==> src/rtl/sensor_uart_scheduler.sv <==
// Round-robin packetiser sharing one UART TX byte stream between the
// ECG sample stream and the touch-status stream.
module sensor_uart_scheduler #(
   parameter int         ECG_BYTES   = 6,
   parameter int         TOUCH_BYTES = 2,
   parameter logic [7:0] HDR_ECG     = 8'hA5,
   parameter logic [7:0] HDR_TOUCH   = 8'h5A
) (
   input  logic                     CLK,
   input  logic                     RST,
   input  logic                     EN,
   input  logic                     ECG_STROBE,
   input  logic [8*ECG_BYTES-1:0]   ECG_DATA,
   input  logic                     TOUCH_STROBE,
   input  logic [8*TOUCH_BYTES-1:0] TOUCH_DATA,
   output logic [7:0]               TX_DATA,
   output logic                     TX_VALID,
   input  logic                     TX_READY,
   input  logic                     OVF_CLR,
   output logic                     ECG_OVF,
   output logic                     TOUCH_OVF,
   output logic                     BUSY,
   output logic [15:0]              PKT_CNT
);

   localparam int EW = 8*ECG_BYTES;
   localparam int TW = 8*TOUCH_BYTES;
   localparam int IW = $clog2(ECG_BYTES+1);

   typedef enum logic [1:0] {
      IDLE,
      HDR,
      PAYLOAD,
      CSUM
   } state_t;

   state_t          state;
   state_t          state_nxt;
   logic            ecg_full;
   logic            touch_full;
   logic [EW-1:0]   ecg_hold;
   logic [TW-1:0]   touch_hold;
   logic            last_ecg;
   logic            cur_ecg;
   logic [EW-1:0]   shreg;
   logic [7:0]      csum;
   logic [IW-1:0]   idx;
   logic [15:0]     pkt_cnt;
   logic            hs;
   logic            grant_ecg;
   logic            grant_touch;
   logic            grant;
   logic            ecg_cap;
   logic            touch_cap;
   logic            ecg_drop;
   logic            touch_drop;

   assign hs = TX_VALID && TX_READY;

   // Tie goes to whichever source was not served last
   assign grant_ecg   = (state == IDLE) && ecg_full &&
                        (!touch_full || !last_ecg);
   assign grant_touch = (state == IDLE) && touch_full &&
                        (!ecg_full || last_ecg);
   assign grant       = grant_ecg || grant_touch;

   assign ecg_cap    = EN && ECG_STROBE && (!ecg_full || grant_ecg);
   assign touch_cap  = EN && TOUCH_STROBE && (!touch_full || grant_touch);
   assign ecg_drop   = EN && ECG_STROBE && !ecg_cap;
   assign touch_drop = EN && TOUCH_STROBE && !touch_cap;

   assign PKT_CNT = pkt_cnt;

   always_ff @(posedge CLK) begin
      if (RST) begin
         state <= IDLE;
      end else begin
         state <= state_nxt;
      end
   end

   always_comb begin
      state_nxt = state;
      unique case (state)
         IDLE: begin
            if (grant) state_nxt = HDR;
         end
         HDR: begin
            if (hs) state_nxt = PAYLOAD;
         end
         PAYLOAD: begin
            if (hs && idx == IW'(1)) state_nxt = CSUM;
         end
         CSUM: begin
            if (hs) state_nxt = IDLE;
         end
         default: state_nxt = IDLE;
      endcase
   end

   always_comb begin
      TX_VALID = 1'b0;
      TX_DATA  = 8'h00;
      BUSY     = (state != IDLE);
      unique case (state)
         HDR: begin
            TX_VALID = 1'b1;
            TX_DATA  = cur_ecg ? HDR_ECG : HDR_TOUCH;
         end
         PAYLOAD: begin
            TX_VALID = 1'b1;
            TX_DATA  = shreg[EW-1 -: 8];
         end
         CSUM: begin
            TX_VALID = 1'b1;
            TX_DATA  = csum;
         end
         default: begin
            TX_VALID = 1'b0;
            TX_DATA  = 8'h00;
         end
      endcase
   end

   // Holding registers refill only when empty or emptied this cycle
   always_ff @(posedge CLK) begin
      if (RST) begin
         ecg_full   <= 1'b0;
         touch_full <= 1'b0;
         ecg_hold   <= '0;
         touch_hold <= '0;
         ECG_OVF    <= 1'b0;
         TOUCH_OVF  <= 1'b0;
      end else begin
         if (ecg_cap) begin
            ecg_full <= 1'b1;
            ecg_hold <= ECG_DATA;
         end else if (grant_ecg) begin
            ecg_full <= 1'b0;
         end
         if (touch_cap) begin
            touch_full <= 1'b1;
            touch_hold <= TOUCH_DATA;
         end else if (grant_touch) begin
            touch_full <= 1'b0;
         end
         if (ecg_drop) begin
            ECG_OVF <= 1'b1;
         end else if (OVF_CLR) begin
            ECG_OVF <= 1'b0;
         end
         if (touch_drop) begin
            TOUCH_OVF <= 1'b1;
         end else if (OVF_CLR) begin
            TOUCH_OVF <= 1'b0;
         end
      end
   end

   always_ff @(posedge CLK) begin
      if (RST) begin
         last_ecg <= 1'b0;
         cur_ecg  <= 1'b0;
         shreg    <= '0;
         csum     <= 8'h00;
         idx      <= '0;
         pkt_cnt  <= 16'h0000;
      end else if (grant) begin
         last_ecg <= grant_ecg;
         cur_ecg  <= grant_ecg;
         shreg    <= grant_ecg ? ecg_hold
                               : EW'(touch_hold) << (EW - TW);
         csum     <= 8'h00;
         idx      <= grant_ecg ? IW'(ECG_BYTES) : IW'(TOUCH_BYTES);
      end else if (hs) begin
         if (state == PAYLOAD) begin
            csum  <= csum ^ shreg[EW-1 -: 8];
            shreg <= shreg << 8;
            idx   <= idx - 1'b1;
         end
         if (state == CSUM) begin
            pkt_cnt <= pkt_cnt + 1'b1;
         end
      end
   end

endmodule

==> config.mk <==
export PLATFORM = sky130hd
export DESIGN_NAME = sensor_uart_scheduler
export DESIGN_NICKNAME = d
export VERILOG_FILES = /design/src/rtl/sensor_uart_scheduler.sv
export SDC_FILE = /design/constraint.sdc
export NUM_CORES = 1
export LEC_CHECK = 0
export BUFFER_PORTS_ARGS = -buffer_cell sky130_fd_sc_hd__buf_2
export CORE_MARGIN = 1
export CORE_UTILIZATION = 55
export DETAILED_ROUTE_END_ITERATION = 12
export GPL_ROUTABILITY_DRIVEN = 0
export PLACE_DENSITY_LB_ADDON = 0.3
export SLEW_MARGIN = 10
export SYNTH_ARGS = -nofsm -noshare
export SYNTH_HDL_FRONTEND = slang
export SYNTH_SLANG_ARGS = --single-unit
==> constraint.sdc <==
create_clock -name CLK -period 2.8 [get_ports CLK]
set_input_delay 0.56 -clock CLK [delete_from_list [all_inputs] [get_ports CLK]]
set_output_delay 0.56 -clock CLK [all_outputs]
set_load 0.005 [all_outputs]
==> results of run 1 <==
-- metrics by stage --
stage | power (mW) | instances | setup WS, ps | area, um2
2_1_floorplan | 3.20 | 770 | 754 | 6260
6_report | 5.69 | 990 | 379 | 7400
3_3_place_gp | 3.48 | 957 | 524 | 6820
5_1_grt | 5.94 | 990 | 276 | 7400
4_1_cts | 5.69 | 989 | 414 | 7390
3_5_place_dp | 3.54 | 957 | 420 | 6820
-- per-layer routing --
layer	vias to the layer above	wire length, um
met5	-	0
li1	2849	-
met4	0	391
met2	193	7900
met3	31	1020
met1	2846	7060
-- Yosys cell counts, drive strengths merged --
cell / number / area, um2
o21a: 2 / 15.0
a22oi: 16 / 120
o31ai: 3 / 22.5
inv: 12 / 45.0
nor2b: 4 / 25.0
nand2: 77 / 289
and4b: 1 / 10.0
nor2: 54 / 203
nand4: 4 / 25.0
xor2: 12 / 105
and3: 18 / 113
o32a: 1 / 10.0
buf: 10 / 42.5
nand2b: 6 / 37.5
and3b: 1 / 8.76
or3: 4 / 25.0
mux2: 1 / 11.3
and4: 2 / 17.5
xnor2: 5 / 43.8
a21bo: 1 / 10.0
clkbuf: 58 / 218
or4: 3 / 22.5
a21boi: 1 / 7.51
a21oi: 86 / 430
o21ai: 96 / 480
nand3b: 2 / 15.0
nor4: 3 / 18.8
dfxtp: 146 / 2920
and2: 3 / 18.8
ha: 8 / 100
nand3: 68 / 340
o21bai: 1 / 7.51
a211oi: 43 / 323
mux2i: 18 / 180
-- registers in the layout, summed over array words and instances (netlist names) --
register	flops
ECG_OVF	1
idx	3
shreg	48
csum	8
touch_hold	16
ecg_full	1
PKT_CNT	16
cur_ecg	1
ecg_hold	48
touch_full	1
TOUCH_OVF	1
state	2
-- power by group through the flow --
stage	registers (mW)	clock network (mW)	logic [mW]
after floorplan	2.42	0	0.775
after global placement	2.47	0	1.01
after global routing	2.46	2.28	1.20
final	2.44	2.17	1.08
after CTS	2.43	2.19	1.07
after detailed placement	2.48	0	1.06
-- cells by family (layout without fill, tap and decap cells) --
family,Yosys count,count (layout),share of synthesized area [%]
compound gates,250,250,22.8
other cells,0,1,0
buf+inv,80,159,4.87
flops,146,146,46.7
fa+ha+maj,8,8,1.60
simple gates,250,250,18.7
mux,19,19,3.06
xor+xnor,17,17,2.38
-- cell type report --
cell class              count  area [um2]
well taps                 140         175
inverters                  12        45.0
repair buffers            115         633
clock buffers              20         467
clock inverters            12         108
multi-input cells         544        3040
diodes                      1        2.50
flip-flops and latches    146        2920
fillers                   923        3590
-- tightest hold or removal path, stage by stage --
cell and delay (ps):
buf_2 90, nand3_1 60, a21oi_1 50
-- path summary, 6_finish.rpt --
| kind | to |
|---|---|
| worst min-delay path | ecg_hold[43] |
| worst max-delay path | PKT_CNT[15] |
| worst min register to register | shreg[28] |
| worst max register to register | PKT_CNT[15] |
==> summary.txt, run 1 <==
GRT
  • Total track usage: 28.8%
  • M2 GR Usage: 46.1%
  • First-pass GRT wire length: 26400 um
  • Pin count of the biggest net entering global routing: 50
  • GRT Max-Usage Layer: met2
  • Met1 Resource Use GR: 37.4%
  • GR Overflow Total: 0
  • Vias in the first global route: 5555
  • M3 GR Usage: 5.74%
  • Initial antenna violation count: 1

Synth
  • Count of different cell masters after synthesis: 36
  • Flops & latches, synth: 146
  • Synthesized instance count: 770
  • Mapped cell area: 6260 um2
  • Synth Net Count: 849
  • Register area share after synthesis: 46.7%
  • Synth Warn #: 0
  • Syn avg cell area: 8.13 um2

STA
  • Hold Slack: 386 ps
  • Setup TNS Final: 0 ps
  • Fin crit share: 86.5%
  • Least-Margin Pin Slew: 691 ps
  • Slew HR: 54.0%
  • Clk_skew: 10.5 ps
  • Fin crit period: 2420 ps
  • Final hold vios: 0
  • Finish-stage setup viols: 0
  • Fin. max-slew vios: 0
  • Unrepaired setup endpoints after global routing: false
  • Achievable frequency: 0.413 GHz

Power and ir drop
  • Leak: 2.74 nW
  • Int Power: 4.00 mW
  • Sw frac: 29.6%
  • P_sw: 1.68 mW
  • Sequential power share: 42.9%
  • Peak supply drop: 0.576 mV
  • Clock Power Share: 38.2%
  • Comb pwr share: 19.0%
  • Total power per unit cell area: 769 nW/um2

Floorplan
  • Chip Height: 109 um
  • I/O pin cnt: 99
  • Starting Density: 57.0%
  • Std-Cell Rows: 38
  • Area of the core: 11000 um2
  • Width of the chip: 109 um
  • DIE AREA: 11800 um2

Clock tree
  • Worst-Skew Late Latency: 420 ps
  • CTS tree: yes
  • Postcts setup bufs: 0
  • H-Tree Level Count: 4
  • Clk sinks: 146
  • Total CTS buffers: 17
  • Cts repair resizes: 0
  • Clock root cell: clkbuf_16
  • CTS Buffer Depth: 2
  • Hold-fix buffers, CTS: 0
  • Worst-path clk slew: 60 ps

Critical path
  • Family with the most delay on the worst path: simple AND/OR/NAND/NOR gates
  • Critical path required time: 3110 ps
  • Worst setup startpoint: state[0]
  • Crit. path cell count: 6
  • CP arrival: 2730 ps
  • Register-to-register setup slack: 380 ps
  • Slowest stage delay, CP: 520 ps
  • Critical path cell sequence: inv_1, ha_1, nand3b_1, or3_1, nor4_1, mux2_2
  • Reg2reg start: state[0]
  • Worst path slowest cell: or3_1
  • CP endpoint kind: register
  • Worst Path Max Fanout: 15
  • Worst path bufs/invs: 1
  • Type of the worst setup path: reg -> reg
  • Worst Reg2Reg Path Length in Cells: 6
  • Startpoint types: register

Route
  • Post-Route WL: 16400 um
  • Post-detailed-route count of antenna-violating nets: 0
  • Via Count: 5919
  • WL/cell: 16.5 um
  • Pre-antenna DRT Iters: 5
  • Via/cell ratio: 5.98
  • Residual DRC: 0
  • DRT iter0 DRCs: 528

Layout
  • Proportion of layout cells with a drive suffix above 1: 17.9%
  • Layout area overhead: 18.1%
  • Fin nets: 915
  • Final Core Density: 67.4%
  • Most common cell after layout, fill and taps aside: dfxtp_1
  • Most frequent cells in the layout: dfxtp_1 (146), buf_2 (97), o21ai_0 (94)

Outcome
  • Outcome: completed

Worst hold path
  • Depth of the worst hold-timing path: 3
  • Hold Path Origin: ECG_DATA[43]
  • HP Class: in -> reg

Place
  • HPWL Detailed: 10900 um
  • IO buf count: 98

Run
  • MaxCap Viol Count: 0
Power figures use the tool's default switching activity.
==> run 2: changes to the inputs <==
--- a/config.mk
+++ b/config.mk
@@ -7,7 +7,7 @@
 export LEC_CHECK = 0
 export BUFFER_PORTS_ARGS = -buffer_cell sky130_fd_sc_hd__buf_2
 export CORE_MARGIN = 1
-export CORE_UTILIZATION = 55
+export CORE_UTILIZATION = 51
 export DETAILED_ROUTE_END_ITERATION = 12
 export GPL_ROUTABILITY_DRIVEN = 0
 export PLACE_DENSITY_LB_ADDON = 0.3
==> constraint.sdc (replaced) <==
create_clock -name CLK -period 2 [get_ports CLK]
set_input_delay 0.4 -clock CLK [delete_from_list [all_inputs] [get_ports CLK]]
set_output_delay 0.4 -clock CLK [all_outputs]
set_load 0.005 [all_outputs]
==> summary.txt, run 2 (synthesis gave the netlist of run 1 again) <==
STA
  • Unrepaired setup endpoints after global routing: true
  • Fin crit period: 1980 ps
  • Fin crit share: 98.8%
  • Achievable frequency: 0.506 GHz
  • Fin worst setup slack: 24.1 ps
  • Setup TNS Final: 0 ps
  • Slew HR: 60.5%
  • Clk_skew: 7.10 ps
  • Least-Margin Pin Slew: 591 ps
  • Final hold vios: 0
  • Fin. max-slew vios: 0
  • Finish-stage setup viols: 0

Route
  • Via/cell ratio: 5.79
  • WL/cell: 16.3 um
  • DRT iter0 DRCs: 534
  • Post-Route WL: 16500 um
  • Via Count: 5844
  • Residual DRC: 0
  • Pre-antenna DRT Iters: 5
  • Post-detailed-route count of antenna-violating nets: 0

GRT
  • Vias in the first global route: 5358
  • Pin count of the biggest net entering global routing: 105
  • First-pass GRT wire length: 26700 um
  • Initial antenna violation count: 1
  • GR Overflow Total: 0
  • Total track usage: 26.7%

Critical path
  • Family with the most delay on the worst path: simple AND/OR/NAND/NOR gates
  • Type of the worst setup path: reg -> reg
  • CP arrival: 2290 ps
  • CP endpoint kind: register
  • Worst Path Max Fanout: 4
  • Startpoint types: register
  • Critical path cell sequence: inv_4, ha_4, nand3b_1, or3_4, nor4_2, mux2_2
  • Worst path slowest cell: or3_4
  • Slowest stage delay, CP: 440 ps
  • Critical path required time: 2320 ps
  • Worst path bufs/invs: 1

Place
  • Placed Instances: 974
  • IO buf count: 98
  • Area after DPL: 7010 um2
  • HPWL Detailed: 10700 um
  • Dpl ws: -2.92 ps

Clock tree
  • H-Tree Level Count: 4
  • Clock root cell: clkbuf_16
  • Hold-fix buffers, CTS: 0
  • Worst-Skew Late Latency: 420 ps
  • Worst-path clk slew: 60 ps
  • Clk sinks: 146
  • Total CTS buffers: 17
  • CTS Buffer Depth: 2
  • CTS tree: yes

Worst hold path
  • HP Class: in -> reg

Floorplan
  • I/O pin cnt: 99
  • Width of the chip: 113 um
  • Area of the core: 12000 um2
  • DIE AREA: 12700 um2
  • Std-Cell Rows: 40
  • Chip Height: 113 um
  • Starting Density: 52.1%

Power and ir drop
  • Peak supply drop: 0.613 mV
  • Overall Power: 8.52 mW
  • Total power per unit cell area: 1100 nW/um2
  • Leak: 2.86 nW

Layout
  • Final Cell Area: 7760 um2
  • Most common cell after layout, fill and taps aside: dfxtp_1
  • Non-Filler Instances: 1009
  • Regs by FF count: ecg_hold: 48 flops, shreg: 48 flops
  • Fin nets: 927
  • Layout area overhead: 24.0%
  • Most frequent cells in the layout: dfxtp_1 (144), buf_2 (97), o21ai_0 (92)
  • Proportion of layout cells with a drive suffix above 1: 21.4%

Outcome
  • Outcome: completed

Run
  • MaxCap Viol Count: 0
## run 2: worst paths after layout
path                                    from           end  slack, ps  depth (start not counted)
worst max-delay path                state[1]   PKT_CNT[15]         20                          6
worst min-delay path            ECG_DATA[32]  ecg_hold[32]        220                          3
worst max register to register      state[1]   PKT_CNT[15]         20                          6
worst min register to register  ecg_hold[20]     shreg[20]        450                          2
## run 2: metal layers
metal	share of wire, %	global-route usage [%]
met2	48	42.8
met1	45	36.1
met5	0	0
met4	1.4	9.69
met3	5.5	5.14
## run 2: cell type report
class	instances	area (um2)
fill	1010	4250
multi-input combinational	544	3140
sequential	146	2930
timing repair buffer	127	822
clock buffer	24	492
tap	147	184
clock inverter	8	149
inverter	12	50.0
antenna	1	2.50
## run 2: worst min-delay path: stages
cell and delay (ps):
buf_2 90, nand3_1 50, a21oi_1 50
## run 2: repair_timing
item                       CTS  global route
resized for setup            4            25
buffers inserted             0             2
setup endpoints to repair   11            24
hold endpoints to repair     0             0
pin swaps                    0            11
## run 2: per-stage QoR
stage	utilization, %	hold WS [ps]
after CTS	63.7	214
after detailed placement	58.3	450
after floorplan	-	433
after global routing	64.6	215
final	64.6	221
after global placement	58.3	450
## run 2: where the power goes
group	internal, mW	switching, mW
Combinational	0.687	0.975
Sequential	3.22	0.216
Clock	2.22	1.20
Total	6.13	2.39
==> run 3: changes to the inputs <==
--- a/config.mk
+++ b/config.mk
@@ -7,7 +7,7 @@
 export LEC_CHECK = 0
 export BUFFER_PORTS_ARGS = -buffer_cell sky130_fd_sc_hd__buf_2
 export CORE_MARGIN = 1
-export CORE_UTILIZATION = 51
+export CORE_UTILIZATION = 55
 export DETAILED_ROUTE_END_ITERATION = 12
 export GPL_ROUTABILITY_DRIVEN = 0
 export PLACE_DENSITY_LB_ADDON = 0.3
==> constraint.sdc (replaced) <==
create_clock -name CLK -period 2.5 [get_ports CLK]
set_input_delay 0.5 -clock CLK [delete_from_list [all_inputs] [get_ports CLK]]
set_output_delay 0.5 -clock CLK [all_outputs]
set_load 0.005 [all_outputs]
==> summary.txt, run 3 (synthesis gave the netlist of run 1 again) <==
Outcome
  • Outcome: completed

Route
  • Residual DRC: 0
  • Pre-antenna DRT Iters: 5
  • WL/cell: 16.3 um
  • Wire length on met3: 805 um
  • Via/cell ratio: 5.89
  • Met1 WL: 7120 um
  • Post-detailed-route count of antenna-violating nets: 0
  • Via Count: 5821
  • Post-Route WL: 16100 um
  • DRT iter0 DRCs: 388
  • Top Layer Used: met4
  • Met2 WL: 7780 um

Floorplan
  • DIE AREA: 11800 um2
  • I/O pin cnt: 99
  • Area of the core: 11000 um2
  • Width of the chip: 109 um
  • Std-Cell Rows: 38
  • Chip Height: 109 um
  • Starting Density: 57.0%

Critical path
  • Type of the worst setup path: reg -> out
  • Startpoint types: register
  • CP endpoint kind: output pin
  • Worst Path Max Fanout: 13
  • Critical path required time: 2000 ps
  • CP arrival: 1820 ps

Clock tree
  • Cts repair resizes: 0
  • Hold-fix buffers, CTS: 0
  • Worst-Skew Late Latency: 420 ps
  • Clock root cell: clkbuf_16
  • CTS Buffer Depth: 2
  • Worst-path clk slew: 60 ps
  • Postcts setup bufs: 0
  • Total CTS buffers: 17
  • Clk sinks: 146
  • CTS tree: yes
  • H-Tree Level Count: 4

GRT
  • Total track usage: 28.2%
  • First-pass GRT wire length: 25600 um
  • GR Overflow Total: 0
  • Pin count of the biggest net entering global routing: 50
  • Initial antenna violation count: 1
  • Vias in the first global route: 5260

Worst hold path
  • HP Class: in -> reg

Power and ir drop
  • Leak: 2.73 nW
  • Peak supply drop: 0.572 mV
  • Total power per unit cell area: 839 nW/um2
  • Overall Power: 6.17 mW

STA
  • Least-Margin Pin Slew: 664 ps
  • Fin crit period: 2320 ps
  • Unrepaired setup endpoints after global routing: false
  • Fin crit share: 92.9%
  • Setup TNS Final: 0 ps
  • Achievable frequency: 0.430 GHz
  • Fin. max-slew vios: 0
  • Clk_skew: 7.09 ps
  • Slew HR: 55.7%
  • Final hold vios: 0
  • Finish-stage setup viols: 0

Place
  • HPWL Detailed: 10700 um
  • IO buf count: 98

Layout
  • Proportion of layout cells with a drive suffix above 1: 17.4%
  • Most common cell after layout, fill and taps aside: dfxtp_1
  • Fin nets: 916
  • Layout area overhead: 17.4%
  • Most frequent cells in the layout: dfxtp_1 (146), buf_2 (97), o21ai_0 (94)
  • Regs by FF count: ecg_hold: 48 flops, shreg: 48 flops
  • Filler instances: 876

Run
  • MaxCap Viol Count: 0
## run 3: cell count changes in the layout (fill, tap and decap cells not counted), sizes merged
cell      previous run  this run
clkinvlp             2         0
clkinv               2         6
clkbuf              24        23
buf                127       116
bufinv               4         0
## run 3: per-stage QoR
stage	instance area [um2]	utilization, %	hold WS [ps]	cells	worst slack, ps
after floorplan	6260	-	433	770	454
after global placement	6840	62.3	449	958	356
after detailed placement	6840	62.3	457	958	236
after CTS	7350	66.9	319	987	167
after global routing	7350	67.0	331	988	3.05
final	7350	67.0	331	988	177
## run 3: power breakdown
part | total [mW] | leakage [nW] | switching [mW] | internal (mW)
registers | 2.72 | 1.19 | 0.153 | 2.57
clock network | 2.23 | 0.258 | 0.907 | 1.32
logic | 1.22 | 1.28 | 0.739 | 0.477
total | 6.17 | 2.73 | 1.80 | 4.37
## run 3: final cells by class
class	count	area (um2)	area share (%)
multi-input cells	544	3040	41.4
flip-flops and latches	146	2920	39.7
repair buffers	116	653	8.88
clock buffers	23	478	6.50
well taps	140	175	2.38
inverters	12	45.0	0.612
clock inverters	6	33.8	0.459
diodes	1	2.50	0.0340
## run 3: worst max-delay path, cell delays in order, from the launching register on
cell     delay (ps)
dfxtp_1         340
inv_1           120
ha_1            440
a22oi_1         150
a21oi_1         210
buf_2           140
## run 3: per-layer routing
layer  vias up  GRT usage (%)
met5         -              0
met3        28           6.04
li1       2853              -
met2       163           45.1
met4         0           12.1
met1      2777           36.7
## run 3: final timing paths
kind	slack, ps	cells after the start	startpoint	endpoint
setup / recovery	180	5	state[0]	TX_DATA[7]
hold / removal	330	3	ECG_DATA[43]	ecg_hold[43]
setup reg to reg	200	5	state[0]	PKT_CNT[15]
hold reg to reg	460	2	ecg_hold[11]	shreg[11]
